<file path="src/rtl/alu_result_queue.sv">
// Result queue behind the ALU result select: derives overflow/compare flags at push
// and buffers entries in a DEPTH-entry FIFO. Optional macro: ALU_RESULT_STICKY_OVF_EN.
module alu_result_queue #(
  parameter int unsigned DEPTH = 4,
  parameter int unsigned CNT_W = 3
) (
  input  logic             clock,
  input  logic             reset_n,
  input  logic             in_valid,
  output logic             in_ready,
  input  logic [4:0]       in_opcode,
  input  logic [31:0]      in_result,
  input  logic [31:0]      in_operand_a,
  input  logic [31:0]      in_operand_b,
  output logic             out_valid,
  input  logic             out_ready,
  output logic [4:0]       out_opcode,
  output logic [31:0]      out_result,
  output logic             out_ovf,
  output logic             out_ne,
  output logic             out_lt,
  output logic [CNT_W-1:0] count
`ifdef ALU_RESULT_STICKY_OVF_EN
  ,
  input  logic             ovf_clear,
  output logic             ovf_sticky
`endif
);

  localparam int unsigned PTR_W = (DEPTH > 1) ? $clog2(DEPTH) : 1;

  typedef struct packed {
    logic [4:0]  opcode;
    logic [31:0] result;
    logic        ovf;
    logic        ne;
    logic        lt;
  } entry_t;

  entry_t           mem [DEPTH];
  entry_t           entry_in;
  entry_t           head;
  logic [PTR_W-1:0] wr_ptr;
  logic [PTR_W-1:0] rd_ptr;
  logic [CNT_W-1:0] count_q;
  logic             push;
  logic             pop;
  logic             is_add;
  logic             is_sub;

  assign in_ready  = (count_q != CNT_W'(DEPTH));
  assign out_valid = (count_q != '0);
  assign push      = in_valid & in_ready;
  assign pop       = out_valid & out_ready;
  assign count     = count_q;

  assign is_add = (in_opcode[2:0] == 3'b000);
  assign is_sub = (in_opcode[2:0] == 3'b001);

  always_comb begin
    entry_in        = '0;
    entry_in.opcode = in_opcode;
    entry_in.result = in_result;
    if (is_add)
      entry_in.ovf = (in_operand_a[31] == in_operand_b[31]) && (in_result[31] != in_operand_a[31]);
    else if (is_sub)
      entry_in.ovf = (in_operand_a[31] != in_operand_b[31]) && (in_result[31] != in_operand_a[31]);
    else
      entry_in.ovf = 1'b0;
    entry_in.ne = (in_operand_a != in_operand_b);
    entry_in.lt = is_sub & (in_result[31] ^ entry_in.ovf);
  end

  // Storage needs no reset: the head is gated to zero whenever the queue is empty.
  always_ff @(posedge clock) begin
    if (push)
      mem[wr_ptr] <= entry_in;
  end

  always_ff @(posedge clock or negedge reset_n) begin
    if (!reset_n) begin
      wr_ptr  <= '0;
      rd_ptr  <= '0;
      count_q <= '0;
    end else begin
      if (push)
        wr_ptr <= wr_ptr + PTR_W'(1);
      if (pop)
        rd_ptr <= rd_ptr + PTR_W'(1);
      case ({push, pop})
        2'b10:   count_q <= count_q + CNT_W'(1);
        2'b01:   count_q <= count_q - CNT_W'(1);
        default: count_q <= count_q;
      endcase
    end
  end

  always_comb begin
    head = '0;
    if (out_valid)
      head = mem[rd_ptr];
  end

  assign out_opcode = head.opcode;
  assign out_result = head.result;
  assign out_ovf    = head.ovf;
  assign out_ne     = head.ne;
  assign out_lt     = head.lt;

`ifdef ALU_RESULT_STICKY_OVF_EN
  // A set in the same cycle as a clear takes priority.
  always_ff @(posedge clock or negedge reset_n) begin
    if (!reset_n)
      ovf_sticky <= 1'b0;
    else if (pop && head.ovf)
      ovf_sticky <= 1'b1;
    else if (ovf_clear)
      ovf_sticky <= 1'b0;
  end
`endif

endmodule

</file>
<file path="config.mk">
export PLATFORM = sky130hd
export DESIGN_NAME = alu_result_queue
export DESIGN_NICKNAME = d
export VERILOG_FILES = /design/src/rtl/alu_result_queue.sv
export SDC_FILE = /design/constraint.sdc
export NUM_CORES = 1
export LEC_CHECK = 0
export ABC_AREA = 1
export BUFFER_PORTS_ARGS = -buffer_cell sky130_fd_sc_hd__buf_2
export CORE_MARGIN = 2
export CORE_UTILIZATION = 30
export CTS_BUF_LIST = sky130_fd_sc_hd__clkbuf_4
export DETAILED_ROUTE_END_ITERATION = 8
export SLEW_MARGIN = 5
export SYNTH_ARGS = -nofsm -noshare
export SYNTH_HDL_FRONTEND = slang
export SYNTH_SLANG_ARGS = --single-unit
</file>
<file path="constraint.sdc">
create_clock -name clock -period 2.55 [get_ports clock]
set_input_delay 0.51 -clock clock [delete_from_list [all_inputs] [get_ports clock]]
set_output_delay 0.51 -clock clock [all_outputs]
set_load 0.02 [all_outputs]
</file>
# ---- After elaboration in Yosys (flattened, before gate mapping)
# Memories as Yosys holds them, arrays and structs flattened.
# Cells that the tools add are included.
# Widths: inputs -> output; s select.
dict set report classes {
  addsub 4
  n_eq_ne 8
  mux 6
  bitwise 4
  reduce_logical 5
}
# cell count
set ops {}
lappend ops {{$mux 40} 1}
lappend ops {{$ne 32x32->1} 1}
lappend ops {{$pmux 3 s2} 1}
lappend ops {{$add 2x1->2 const B} 2}
lappend ops {{$mux 1} 4}
lappend ops {{$add 3x1->3 const B} 1}
lappend ops {{$and 1x1->1} 3}
lappend ops {{$eq 3x1->1 const B} 1}
lappend ops {{$logic_not 3->1} 1}
lappend ops {{$ne 3x3->1 const B} 1}
lappend ops {{$reduce_bool 3->1} 1}
lappend ops {{$sub 3x1->3 const B} 1}
lappend ops {{$eq 2x1->1 const B} 1}
lappend ops {{$eq 2x2->1 const B} 1}
lappend ops {{$logic_and 1x1->1} 2}
lappend ops {{$ne 1x1->1} 2}
lappend ops {{$reduce_bool 2->1} 1}
lappend ops {{$eq 1x1->1} 1}
lappend ops {{$xor 1x1->1} 1}
dict set report totals {
  ff_bits 7
  mem_bits_rw 160
  out_inout_bits 45
  elab_cells 31
  memories 1
}
# name depth width read_ports rd_clocked_by_memory_dff wr line
set memory_table {}
lappend memory_table {mem 4 40 1 0 1 40} ;# entry_t mem [DEPTH];

# ---- Logic depth before layout (Yosys ltp)
dict set report depth {
  word_depth 6
  ltp_mapped 9
  depth_no_buf 9
}

# ---- Worst setup path before layout
# No wires, ideal clock.
dict set report synth_path {
  kind {reg2reg}
  startpoint {register count_q[1], in the netlist count[1]}
  endpoint {memory mem[0][0] in the netlist's numbering, enable pin}
  setup_ns 0.437
  t_arrival_ns 2.744
  setup_slack_ns -0.631
  stages_incl_launch_ff 5
  path_cell_list {dfrtp_1 -> inv_1 -> nand3_1 -> nand2_2 -> nor2_1}
}
dict set report synth_via {
  elab_chain_cells 4
}
# item line
set synth_rtl {}
lappend synth_rtl {{start: declaration} 45} ;# logic [CNT_W-1:0] count_q;
lappend synth_rtl {{start signal: assignment} 91} ;# 2'b10: count_q <= count_q + CNT_W'(1);
lappend synth_rtl {{start signal: assignment} 92} ;# 2'b01: count_q <= count_q - CNT_W'(1);
lappend synth_rtl {{start signal: assignment} 93} ;# default: count_q <= count_q;
lappend synth_rtl {{$ne 3x3->1} 51} ;# assign in_ready = (count_q != CNT_W'(DEPTH));
lappend synth_rtl {{via in_ready} 10} ;# output logic in_ready,
lappend synth_rtl {{$and 1x1->1} 53} ;# assign push = in_valid & in_ready;
lappend synth_rtl {{$mux 1} 76} ;# if (push)
lappend synth_rtl {{$mux 1 (implied by the code)} 77} ;# mem[wr_ptr] <= entry_in;
lappend synth_rtl {{end: declaration} 40}
# The timed path passes the listed nets, and every way through them passes these cells.

# ---- Final worst setup path
dict set report layout_path {
  startpoint {register rd_ptr[0]}
  endpoint {output out_result[13]}
}
dict set report layout_via {
  elab_chain_cells 2
}
# item line
set layout_rtl {}
lappend layout_rtl {{start: declaration} 44} ;# logic [PTR_W-1:0] rd_ptr;
lappend layout_rtl {{start signal: assignment} 89} ;# rd_ptr <= rd_ptr + PTR_W'(1);
lappend layout_rtl {{$mem_v2 4x40} -}
lappend layout_rtl {{$mux 40} 100} ;# if (out_valid)
lappend layout_rtl {{end: declaration} 18} ;# output logic [31:0] out_result,
# No other way between the ends.

==> impl_metrics.toml <==
[global_routing]
groute.usage.overall_pct = 14.1
pin_count_of_the_biggest_net_entering_global_routing = 42
globalRouteOverflowTotal = 0
wire_length_of_the_first_global_routing_pass_um = 25600
number_of_global_route_vias_before_repair = 4699
number_of_antenna_violations_at_the_first_check_in_global_routing = 3

[sta]
clock_skew_ns = 0.0296
setup_tns_ns = 0
least_margin_pin_slew_ns = 0.428
maxSlewHeadroom_pct = 71.4
unrepaired_setup_endpoints_after_global_routing = "true"
final-hold-violation-count = 0
achievable-frequency_ghz = 0.400
maxSlewViolCount = 0
timing.final.crit_share_pct = 98.1
min_cycle_time_layout_ns = 2.50
hold_slack_ns = 0.157
setup_viol_count_final = 0

[run]
maxCapViolCount = 0

[power]
netSwitchingPower_mw = 4.68
power_switching_share_pct = 42.3
internal_power_mw = 6.39
max-vdd-ir-drop_uv = 390
pwr-share-seq_pct = 34.5
p_clk_share_pct = 14.1
power.density_nw_per_um2 = 1200
leakage_nw = 3.48
combinationalPowerShare_pct = 51.4

[floorplan]
die_y_um = 158
design.core.area_um2 = 23500
ioPinCount = 150
core.rowCount = 56
dieWidth_um = 158
fp.dieArea_um2 = 25100
start_util_pct = 30.5

[setup_path]
r2r_cells = 9
path_type_of_the_worst_setup_path = "flop to output pin"
critical_path_arrival_ns = 1.99
crit_path_max_fo = 10
critical_path_required_ns = 2.04
critical_path.startpoint_type = "flop"
worstSetupEndpointType = "output pin"

[final_layout]
fin_nets = 908
area.growth.synth_to_final_pct = 28.8
post_route_cells_drive_above_1_share_pct = 31.2
fin_cells = 1132

[clock_network]
cts.reportedPaths.clkPinSlew_ns = 0.17
clkLatencyLatePin_ns = 0.55
ctsLongestPathBuffers = 2
cts_inserted_buffers = 17
clock_tree_from_tritoncts = "built"
clock_tree.htree_level_count = 4
clk_root_buffer_cell = "sky130_fd_sc_hd__clkbuf_4"
cts_sinks = 167

[logic_synthesis]
synth_enable_flop_cells = 160
synthesis.area_um2 = 7160
per_instance_average_area_after_synthesis_um2 = 11.4
async_flop_share_pct = 4.19
synth_cells = 628
synth_largest_type_area_fraction_pct = 67.1
share_of_synthesized_area_occupied_by_flip_flops_and_latches_pct = 69.6
synthTopCellsByArea = "sky130_fd_sc_hd__edfxtp_1 (67%), sky130_fd_sc_hd__nor2_1 (9.5%), sky130_fd_sc_hd__o21ai_0 (4.0%)"
netlist.top_cell.by_area = "sky130_fd_sc_hd__edfxtp_1"
synth_cell_types = 23
synth_ff_type = "sky130_fd_sc_hd__edfxtp_1"
yosys_warnings = 0
yosys_register_bits = 167
synth_commonest_cells = "sky130_fd_sc_hd__nor2_1 (181), sky130_fd_sc_hd__edfxtp_1 (160), sky130_fd_sc_hd__o21ai_0 (57), sky130_fd_sc_hd__nand2_1 (55), sky130_fd_sc_hd__a21oi_1 (42)"
synth_most_common_cell = "sky130_fd_sc_hd__nor2_1"
number_of_nets_in_the_synthesized_netlist = 739

[detailed_routing]
detail_route.wirelength.met1_um = 7560
routed_wirelength_um = 18200
routed.top_layer = "met4"
violation_count_after_the_first_detailed_routing_iteration = 215
route.detailed.vias_per_inst = 4.44
dr_total_vias = 5023
drt_drc_violations_left = 0
avgRoutedWirePerCell_um = 16.1
met2RoutedLength_um = 9190
drtAntennaViolNets = 0
firstDrtPassIters = 4
wl_met3_um = 1100

[place]
buffer_ports.inserted = 149
place_congestion = 0.754
dp.cells = 1080
detailedPlacementHpwl_um = 9780

[outcome]
status = "finished, final reports clean"

[worst_hold_path]
worstHoldPathCells = 1
min_path_type = "input pin to flop"
kinds of logic (layout without fill, tap and decap cells):
| logic type | count (synthesis) | after routing | share of synthesized area, % |
|---|---|---|---|
| other | 0 | 3 | 0 |
| AOI/OAI and AO/OA | 124 | 124 | 8.67 |
| and+or+nand+nor | 240 | 240 | 12.8 |
| DFF | 167 | 167 | 69.6 |
| adders and majority gates | 6 | 6 | 1.15 |
| xor gates and xnor gates | 29 | 29 | 3.55 |
| buffers and inverters | 62 | 244 | 4.25 |
critical path, cell delays in order (launching register included):
cell	delay, ns
sky130_fd_sc_hd__dfrtp_4	0.57
sky130_fd_sc_hd__buf_12	0.17
sky130_fd_sc_hd__clkbuf_16	0.19
sky130_fd_sc_hd__nor2_1	0.11
sky130_fd_sc_hd__nor2_1	0.04
sky130_fd_sc_hd__o21ai_1	0.09
sky130_fd_sc_hd__a21oi_1	0.09
sky130_fd_sc_hd__buf_4	0.17
flip-flops by register name, indices dropped and copies added, names as in the netlist:
signal / count
count: 3
mem: 160
rd_ptr: 2
wr_ptr: 2
metrics by stage:
stage	area, µm²	setup slack, ns	utilization [%]	power [mW]
5_1_grt	9220	-0.0866	39.3	11.8
3_3_place_gp	8340	0.492	35.5	8.30
3_5_place_dp	8340	0.448	35.5	8.34
4_1_cts	8870	0.00452	37.8	10.5
2_1_floorplan	7160	-0.631	-	6.76
6_report	9220	0.0481	39.3	11.1
routing by layer:
layer	global-route usage (%)	vias to the layer above
met3	4.06	23
met1	15.9	2349
li1	-	2487
met5	0	-
met4	4.72	0
met2	25.5	164
power groups by stage:
stage | Sequential, mW | Combinational [mW] | Clock [mW]
4_1_cts | 3.80 | 5.06 | 1.61
3_3_place_gp | 3.84 | 4.46 | 0
2_1_floorplan | 3.87 | 2.89 | 0
5_1_grt | 3.88 | 6.17 | 1.71
3_5_place_dp | 3.85 | 4.49 | 0
6_report | 3.82 | 5.69 | 1.56
layout make-up:
type	count	area, µm²
diodes	3	7.51
clock buffers	17	128
clock inverters	15	171
fillers	2243	14300
inverters	32	133
multi-input cells	399	2010
flip-flops and latches	167	4980
well taps	319	399
repair buffers	180	1390
placed cells by master (no fill, tap or decap), types with 2 or more instances in the layout:
master	instances
sky130_fd_sc_hd__buf_12	7
sky130_fd_sc_hd__buf_4	45
sky130_fd_sc_hd__clkbuf_4	17
sky130_fd_sc_hd__inv_6	4
sky130_fd_sc_hd__buf_2	111
sky130_fd_sc_hd__edfxtp_1	160
sky130_fd_sc_hd__dfrtp_1	5
sky130_fd_sc_hd__clkinv_8	4
sky130_fd_sc_hd__nor2_2	24
sky130_fd_sc_hd__xor2_1	4
sky130_fd_sc_hd__buf_16	5
sky130_fd_sc_hd__nor2_1	150
sky130_fd_sc_hd__o21ai_1	58
sky130_fd_sc_hd__buf_6	4
sky130_fd_sc_hd__diode_2	3
sky130_fd_sc_hd__a21oi_1	39
sky130_fd_sc_hd__o21ai_0	22
sky130_fd_sc_hd__ha_1	5
sky130_fd_sc_hd__xnor2_1	25
sky130_fd_sc_hd__o21ai_2	2
sky130_fd_sc_hd__nor2_4	7
sky130_fd_sc_hd__nand2_1	55
sky130_fd_sc_hd__inv_8	7
sky130_fd_sc_hd__inv_1	30
sky130_fd_sc_hd__clkbuf_16	6
sky130_fd_sc_hd__a21oi_2	3
final timing paths:
check                                      start                     to  slack, ns
min in group asynchronous                reset_n   count[0]$_DFFE_PN0P_       0.30
setup reg to reg            count[0]$_DFFE_PN0P_   count[2]$_DFFE_PN0P_       0.45
setup / recovery           rd_ptr[0]$_DFFE_PN0P_         out_result[13]       0.05
hold / removal                      in_opcode[3]   mem[3][38]$_DFFE_PP_       0.16
max in group asynchronous                reset_n  rd_ptr[0]$_DFFE_PN0P_       2.06
hold reg to reg             count[0]$_DFFE_PN0P_   count[0]$_DFFE_PN0P_       0.60
what timing repair did:
| action | CTS | global route |
|---|---|---|
| pin swaps | 3 | 14 |
| cloned | 4 | 7 |
| hold buffers | 1 | 0 |
| resized for setup | 25 | 101 |
| endpoints found under the setup margin | 41 | 40 |
| buffers inserted | 5 | 0 |
| endpoints found under the hold margin | 7 | 0 |
(Power assumes the default switching activity.)
